--- src/rtl/fir_ctrl.sv ---
// fir_ctrl: coefficient shadow bank with atomic commit to the active bus b,
// delay-line flush after every commit, and the sample-rate strobe in run mode.
//
// state   | meaning
// --------+--------------------------------------------------------------
// S_IDLE  | halted; writes accepted; waits for run or commit
// S_RUN   | streaming; divider produces fir_ena every DIV cycles
// S_SWAP  | one cycle; shadow bank copied onto b
// S_FLUSH | DELAYS+1 cycles with fir_rst high, then commit_done pulse
module fir_ctrl #(
  parameter int DELAYS = 3,
  parameter int N      = 32,
  parameter int DIV    = 4,
  localparam int IW    = ($clog2(DELAYS + 1) > 1) ? $clog2(DELAYS + 1) : 1
) (
  input  logic                      clk,
  input  logic                      rst,
  input  logic [N-1:0]              coef_data,
  input  logic [IW-1:0]             coef_idx,
  input  logic                      coef_valid,
  output logic                      coef_ready,
  output logic                      coef_err,
  input  logic                      commit,
  output logic                      commit_done,
  input  logic                      run,
  output logic [(DELAYS+1)*N-1:0]   b,
  output logic                      fir_ena,
  output logic                      fir_rst,
  output logic                      busy
);

  localparam int CW = ($clog2(DIV) > 1) ? $clog2(DIV) : 1;
  localparam int FW = ($clog2(DELAYS + 1) > 1) ? $clog2(DELAYS + 1) : 1;

  typedef enum logic [1:0] {
    S_IDLE  = 2'd0,
    S_RUN   = 2'd1,
    S_SWAP  = 2'd2,
    S_FLUSH = 2'd3
  } state_t;

  state_t                   r_state;
  logic [N-1:0]             r_shadow [DELAYS+1];
  logic [(DELAYS+1)*N-1:0]  r_b;
  logic [CW-1:0]            r_cnt;
  logic [FW-1:0]            r_fcnt;
  logic                     r_err;
  logic                     r_done;
  logic                     r_ena;
  logic                     r_frst;

  logic                     w_idle_run;
  logic                     w_accept;
  logic                     w_idx_bad;

  assign w_idle_run  = (r_state == S_IDLE) || (r_state == S_RUN);
  assign coef_ready  = !rst && w_idle_run;
  assign busy        = (r_state == S_SWAP) || (r_state == S_FLUSH);
  assign w_accept    = coef_valid && coef_ready;
  assign w_idx_bad   = coef_idx > IW'(DELAYS);

  assign coef_err    = r_err;
  assign commit_done = r_done;
  assign fir_ena     = r_ena;
  assign fir_rst     = r_frst;
  assign b           = r_b;

  // Shadow bank and sticky index error; out-of-range writes complete but store nothing.
  always_ff @(posedge clk) begin
    if (rst) begin
      for (int i = 0; i <= DELAYS; i++) r_shadow[i] <= '0;
      r_err <= 1'b0;
    end else if (w_accept) begin
      if (w_idx_bad) r_err <= 1'b1;
      for (int i = 0; i <= DELAYS; i++) begin
        if (coef_idx == IW'(i)) r_shadow[i] <= coef_data;
      end
    end
  end

  // Sequencer: run/halt, sample divider, commit swap and delay-line flush.
  always_ff @(posedge clk) begin
    if (rst) begin
      r_state <= S_IDLE;
      r_b     <= '0;
      r_cnt   <= '0;
      r_fcnt  <= '0;
      r_done  <= 1'b0;
      r_ena   <= 1'b0;
      r_frst  <= 1'b0;
    end else begin
      r_done <= 1'b0;
      r_ena  <= 1'b0;
      r_frst <= 1'b0;
      case (r_state)
        S_IDLE: begin
          r_cnt <= '0;
          if (commit)   r_state <= S_SWAP;
          else if (run) r_state <= S_RUN;
        end
        S_RUN: begin
          // Leaving RUN suppresses a strobe that would otherwise land outside RUN.
          if (commit) begin
            r_state <= S_SWAP;
            r_cnt   <= '0;
          end else if (!run) begin
            r_state <= S_IDLE;
            r_cnt   <= '0;
          end else if (r_cnt == CW'(DIV - 1)) begin
            r_cnt <= '0;
            r_ena <= 1'b1;
          end else begin
            r_cnt <= r_cnt + CW'(1);
          end
        end
        S_SWAP: begin
          for (int i = 0; i <= DELAYS; i++) r_b[i*N +: N] <= r_shadow[i];
          r_fcnt  <= FW'(DELAYS);
          r_frst  <= 1'b1;
          r_state <= S_FLUSH;
        end
        S_FLUSH: begin
          if (r_fcnt == '0) begin
            r_done  <= 1'b1;
            r_state <= run ? S_RUN : S_IDLE;
          end else begin
            r_fcnt <= r_fcnt - FW'(1);
            r_frst <= 1'b1;
          end
        end
        default: r_state <= S_IDLE;
      endcase
    end
  end

endmodule
--- config.mk ---
export PLATFORM = sky130hd
export DESIGN_NAME = fir_ctrl
export DESIGN_NICKNAME = d
export VERILOG_FILES = /design/src/rtl/fir_ctrl.sv
export SDC_FILE = /design/constraint.sdc
export NUM_CORES = 1
export LEC_CHECK = 0
export ABC_AREA = 1
export BUFFER_PORTS_ARGS = -buffer_cell sky130_fd_sc_hd__buf_4
export CORE_ASPECT_RATIO = 0.7
export CORE_UTILIZATION = 35
export DETAILED_ROUTE_END_ITERATION = 7
export PLACE_DENSITY = 0.56
export SLEW_MARGIN = 20
export SYNTH_ARGS = -nofsm -noshare
export SYNTH_HDL_FRONTEND = slang
export SYNTH_SLANG_ARGS = --single-unit
--- constraint.sdc ---
create_clock -name clk -period 5.3 [get_ports clk]
set_clock_uncertainty 0.15 [all_clocks]
set_input_delay 1.06 -clock clk [delete_from_list [all_inputs] [get_ports clk]]
set_output_delay 1.06 -clock clk [all_outputs]
set_load 0.005 [all_outputs]
==> results of run 1 <==
## flip-flops by register name, summed over array words and instances, names as in the netlist
signal       cells
commit_done      1
r_cnt            2
r_shadow       128
b              128
r_fcnt           2
r_state          2
fir_rst          1
fir_ena          1
## routing by layer
metal,track usage,up-vias
li1,-,3305
met3,0.03781,25
met2,0.2481,206
met5,0,-
met1,0.2824,3313
met4,0.03019,0
## logic make-up (layout without fill, tap and decap cells)
| kind of cell | Yosys count | count (layout) | synth area share |
|---|---|---|---|
| other | 1 | 1 | 0.0003981 |
| DFF | 265 | 265 | 0.6992 |
| AOI/OAI and AO/OA | 138 | 138 | 0.07358 |
| buffers and inverters | 103 | 276 | 0.05631 |
| and+or+nand+nor | 415 | 415 | 0.1679 |
| adders and majority gates | 2 | 2 | 0.002656 |
## worst max-delay path: stages, from the launching register on
cell     delay (ns)
dfxtp_1        0.56
inv_1          0.15
nor2_4         0.66
inv_4          0.50
buf_4          0.46
nor2_1         0.19
nor2_1         0.07
## how the worst min path moves through the flow
stage	slack [ns]	depth (start not counted)	start	end
2_1_floorplan	0.28	2	r_fcnt[1]	r_fcnt[1]
3_3_place_gp	0.30	2	r_shadow[3][1]	b[97]
3_5_place_dp	0.31	2	r_shadow[2][3]	b[67]
4_1_cts	0.32	2	r_fcnt[1]	r_fcnt[1]
5_1_grt	0.34	2	r_shadow[0][15]	b[15]
6_report	0.32	2	r_shadow[2][19]	b[83]
## synthesized netlist by cell type
| cell | count | area [um2] |
|---|---|---|
| nor3b_4 | 1 | 18.77 |
| clkbuf_1 | 23 | 86.33 |
| clkbuf_8 | 1 | 13.76 |
| dfxtp_1 | 137 | 2743 |
| dlygate4sd3_1 | 1 | 10.01 |
| a21oi_1 | 6 | 30.03 |
| buf_4 | 2 | 15.01 |
| ha_1 | 2 | 25.02 |
| buf_6 | 13 | 146.4 |
| buf_2 | 17 | 85.08 |
| o21ai_1 | 13 | 65.06 |
| nor2_1 | 390 | 1464 |
| clkbuf_2 | 1 | 5.000 |
| conb_1 | 1 | 3.750 |
| o21a_1 | 1 | 7.510 |
| nand3_1 | 6 | 30.03 |
| edfxtp_1 | 128 | 3844 |
| o21ai_0 | 118 | 590.6 |
| nand2_1 | 17 | 63.81 |
| inv_1 | 45 | 168.9 |
| nor3_1 | 1 | 5.000 |
## layout make-up
class / count / area (um2)
fillers: 2516 / 14270
flip-flops and latches: 265 / 6586
multi-input cells: 556 / 2311
repair buffers: 183 / 1374
clock buffers: 38 / 778.2
well taps: 357 / 446.7
inverters: 45 / 172.7
clock inverters: 10 / 121.4
## power breakdown
group          total, mW  switching (mW)  internal [mW]
clock               1.94           0.775           1.16
combinational      0.487           0.281          0.206
sequential          2.38          0.0829           2.30
## metrics by stage
step | setup slack [ns] | instance area [um2] | power [mW]
after floorplan | 2.256 | 9420 | 2.635
after global placement | 2.285 | 10890 | 2.913
after detailed placement | 2.241 | 10890 | 2.918
after CTS | 2.343 | 11790 | 4.850
after global routing | 2.080 | 11790 | 4.988
final | 2.353 | 11790 | 4.804
==> impl_metrics.tcl, run 1 <==
set metrics [dict create \
    path_max_fanout 73 \
    fmax_mhz 339.3 \
    finalSetupTns_ns 0 \
    top_layer "met4" \
    fin_nets 1118 \
    finalCriticalPeriod_ns 2.947 \
    ff2ff_path_depth 6 \
    die_h_um 139.3 \
    track_usage 0.1781 \
    clk_pin_slew_ns 0.07 \
    wl_per_cell_um 17.13 \
    grt_antenna_before_repair 0 \
    syn_avg_cell_area_um2 10.20 \
    cp.arrival_ns 3.21 \
    io_buffers 171 \
    status "completed" \
    gp_congestion 0.7802 \
    clock_latency_ns 0.52 \
    m1WireLength_mm 12.60 \
    grt_pass1_vias 6335 \
    drv_slew 0 \
    row_count 49 \
    wl_met2_mm 10.19 \
    cts_root_buf "clkbuf_16" \
    reg2reg_from "r_state[1]" \
    met3_length_mm 1.831 \
    final_common_cell "nor2_1" \
    hpwlAfterDp_mm 15.87 \
    p_leak_nw 5.290 \
    timing.hold.ws_ns 0.3159 \
    critical_path_required_ns 5.56 \
    vias 6849 \
    postSynthCellCount 924 \
    start_util 0.3615 \
    ir_drop_v 0.0002529 \
    grt_max_degree 91 \
    drive_gt1_frac 0.2060 \
    die_w_um 198.1 \
    finalSetupViolCount 0 \
    endpoint "b[95]" \
    critPathCaptureType "flip-flop" \
    cts-hold-fix-buffers 0 \
    yosys_warnings 0 \
    startpoint_type "flip-flop" \
    synthesis.area_mm2 0.009420 \
    fin_util 0.4525 \
    cts_resized 0 \
    drc 0 \
    cts_setup_buffers 0 \
    grt_pass1_wl_mm 37.43 \
    cts_tree "built" \
    synth_seq_cells 265 \
    drtPass1Iterations 4 \
    vias_per_cell 4.710 \
    maxCapViolCount 0 \
    design.core.area_mm2 0.02606 \
    die_area_mm2 0.02759 \
    worst_pin_slew_ns 0.8775 \
    path_class "reg -> reg" \
    postRouteAntennaNets 0 \
    layout_common_cells "389 x nor2_1, 183 x buf_4, 137 x dfxtp_1" \
    hp-class "reg -> reg" \
    ios 173 \
    r2r_slack_ns 2.35 \
    grt-ovfl-total 0 \
    crit_path_start "r_state[1]" \
    power_density_mw_per_mm2 407.5 \
    rsz0062_at_grt "false" \
    antenna_cells 0 \
    min_period_over_period 0.5561 \
    yosysSeqAreaShare 0.6992 \
    cts_sinks 265 \
    synth_fp_nets 965 \
    dp_cells 1406 \
    r2r-end "b[95]" \
    wl_mm 24.90 \
    cts_htree_levels 1 \
    relSlewSlack 0.4150 \
    drtIter0Drc 467 \
    area_delta_synth_final_pct 25.16 \
    numCtsBuffers 26 \
    synth_cell_types 21 \
    clock_path_buffers 3 \
    final_hold_viol_count 0 \
    final_cells 1454 \
]
Note: power is estimated with default switching activity, not from simulation.
==> run 2: changes to the inputs <==
--- a/config.mk
+++ b/config.mk
@@ -5,12 +5,12 @@
 export SDC_FILE = /design/constraint.sdc
 export NUM_CORES = 1
 export LEC_CHECK = 0
-export ABC_AREA = 1
+export ABC_AREA = 0
 export BUFFER_PORTS_ARGS = -buffer_cell sky130_fd_sc_hd__buf_4
 export CORE_ASPECT_RATIO = 0.7
 export CORE_UTILIZATION = 35
 export DETAILED_ROUTE_END_ITERATION = 7
-export PLACE_DENSITY = 0.56
+export PLACE_DENSITY = 0.58
 export SLEW_MARGIN = 20
 export SYNTH_ARGS = -nofsm -noshare
 export SYNTH_HDL_FRONTEND = slang
==> constraint.sdc (replaced) <==
create_clock -name clk -period 2.7 [get_ports clk]
set_clock_uncertainty 0.15 [all_clocks]
set_input_delay 0.54 -clock clk [delete_from_list [all_inputs] [get_ports clk]]
set_output_delay 0.54 -clock clk [all_outputs]
set_load 0.005 [all_outputs]
==> run 2 against run 1 <==
  * Final area increased by 2.0%
  * Critical endpoint is now r_shadow[2][27]
  * Die area up 0.71%
  * Clock power up 87%
  * Worst setup slack worse by 1.7 ns
  * Power rose by 82%
  * Fmax rose by 41%
  * Synthesized area rose by 0.72%
  * First-iteration DRC count is 27% lower
  * Cell count fell by 0.55%
  * Worst hold slack worse by 0.17 ns
  * Sequential cell count unchanged
==> impl_metrics.tcl, run 2 <==
set metrics [dict create \
    status "completed" \
    slowest_delay_ns 0.73 \
    cp.arrival_ns 2.08 \
    row_count 50 \
    total_power_mw 8.768 \
    n_fill_cell 2581 \
    vias_per_cell 4.669 \
    yosys-top-cells-area "edfxtp_1 41%, dfxtp_1 29%, nand2_1 12%" \
    clock_path_buffers 3 \
    area_delta_synth_final_pct 26.81 \
    hpwlAfterDp_mm 15.52 \
    path_max_fanout 32 \
    internal_power_mw 6.785 \
    slowest_stage "o21bai_4" \
    synthArstFlopShare 0 \
    grt_antenna_before_repair 2 \
    die_area_mm2 0.02778 \
    postRouteAntennaNets 0 \
    grt_util_met1 0.2566 \
    clock_latency_ns 0.52 \
    synth_seq_cells 265 \
    wl_per_cell_um 16.47 \
    die_w_um 198.8 \
    drtPass1Iterations 5 \
    track_usage 0.1723 \
    crit_chain "nor3b_4 -> nand2_1 -> o21bai_4" \
    yosysSeqAreaShare 0.6942 \
    wl_mm 23.81 \
    design.core.area_mm2 0.02665 \
    drv_slew 0 \
    cts_resized 0 \
    path_class "reg -> reg" \
    synth_ff_type "dfxtp_1" \
    critical_path_required_ns 2.69 \
    p_switching_mw 1.983 \
    layout_common_cells "296 x nand2_1, 177 x buf_4, 137 x dfxtp_1" \
    synthesis.area_mm2 0.009488 \
    r2r_slack_ns 0.61 \
    ir_drop_v 0.0003815 \
    gp_congestion 0.8114 \
    start_util 0.3560 \
    seq_power_share 0.513 \
    cts_root_buf "clkbuf_16" \
    final_common_cell "nand2_1" \
    cts_htree_levels 1 \
    clk_pin_slew_ns 0.06 \
    hp-class "in -> reg" \
    grt-ovfl-total 0 \
    netSwitchingFraction 0.2262 \
    use_met2 0.2508 \
    pwr-share-comb 0.074 \
    use_met3 0.04556 \
    ios 173 \
    maxCapViolCount 0 \
    synth_common_cells "296 x nand2_1, 137 x dfxtp_1, 133 x a21oi_1, 128 x edfxtp_1, 68 x nor2_1" \
    io_buffers 171 \
    power_density_mw_per_mm2 728.7 \
    p_leak_nw 4.669 \
    synth_top_area_share 0.4051 \
    final_hold_viol_count 0 \
    drive_gt1_frac 0.2153 \
    finalCriticalPeriod_ns 2.090 \
    synth.most_common_cell "nand2_1" \
    drc 0 \
    drtIter0Drc 339 \
    rsz0062_at_grt "false" \
    synth_top_area_cell "edfxtp_1" \
    vias 6751 \
    postSynthCellCount 913 \
    cts_sinks 265 \
    critPathCaptureType "flip-flop" \
    grt_max_degree 142 \
    cts-hold-fix-buffers 0 \
    grt_pass1_vias 6441 \
    synth_edf_count 128 \
    fmax_mhz 478.4 \
    critPathBufInv 0 \
    numCtsBuffers 26 \
    path_delay_family "compound AO/OA/AOI/OAI gates" \
    power_frac_clock 0.413 \
    top_usage_layer "met1" \
    cts_setup_buffers 0 \
    syn_avg_cell_area_um2 10.39 \
    timing.hold.ws_ns 0.1466 \
    synth_cell_types 28 \
    yosys_warnings 0 \
    finalSetupViolCount 0 \
    worst_pin_slew_ns 0.9161 \
    grt_pass1_wl_mm 37.00 \
    cts_tree "built" \
    fin_nets 1103 \
    die_h_um 139.8 \
    startpoint_type "flip-flop" \
    relSlewSlack 0.3876 \
    finalSetupTns_ns 0 \
    synth_fp_nets 954 \
    antenna_cells 0 \
    min_period_over_period 0.7741 \
]
==> run 2: kinds of logic after synthesis <==
kind of cell | after synthesis | synth area share
buffers and inverters | 65 | 0.02980
flip-flops | 265 | 0.6942
AO/OA/AOI/OAI | 138 | 0.07411
AND/OR/NAND/NOR | 442 | 0.1989
other | 1 | 0.0003952
adder cells (fa/ha/maj) | 2 | 0.002637
==> run 2: power by group through the flow <==
stage	clock, mW	sequential [mW]	combinational (mW)
2_1_floorplan	0	4.56	0.326
5_1_grt	3.88	4.51	0.727
6_report	3.62	4.50	0.651
3_3_place_gp	0	4.58	0.657
3_5_place_dp	0	4.58	0.665
4_1_cts	3.72	4.50	0.667
==> run 2: metrics by stage <==
| stage | util | setup slack (ns) | cell area [um2] | instances |
|---|---|---|---|---|
| after CTS | 0.4515 | 0.5384 | 12030 | 1446 |
| after global placement | 0.4189 | 0.2333 | 11160 | 1398 |
| final | 0.4515 | 0.6098 | 12030 | 1446 |
| after floorplan | - | 0.2832 | 9492 | 913 |
| after detailed placement | 0.4189 | 0.2415 | 11160 | 1398 |
| after global routing | 0.4515 | 0.4631 | 12030 | 1446 |
==> run 2: worst min-delay path, cell delays in order <==
cell and delay (ns):
buf_4 0.12, nand2b_1 0.06, a21oi_1 0.05
==> run 2: final timing paths <==
kind | startpoint | to | cells after the start
worst max-delay path | r_state[1] | r_shadow[2][27] | 3
worst min-delay path | run | r_state[0] | 3
worst max register to register | r_state[1] | r_shadow[2][27] | 3
worst min register to register | b[90] | b[90] | 2
==> run 2: cell type report <==
type / instances / area [um2] / area share
sequential: 265 / 6586 / 0.5474
multi-input combinational: 583 / 2645 / 0.2198
timing repair buffer: 184 / 1469 / 0.1221
clock buffer: 35 / 779.5 / 0.06479
tap: 364 / 455.4 / 0.03785
clock inverter: 13 / 88.84 / 0.007384
inverter: 2 / 7.507 / 0.0006240
==> run 2: routing by layer <==
layer | wire length (um) | vias to the layer above | share of wire
li1 | - | 3296 | -
met1 | 11500 | 3203 | 0.48
met2 | 10060 | 213 | 0.42
met3 | 1871 | 35 | 0.079
met4 | 355 | 4 | 0.015
met5 | 25 | - | 0.0010
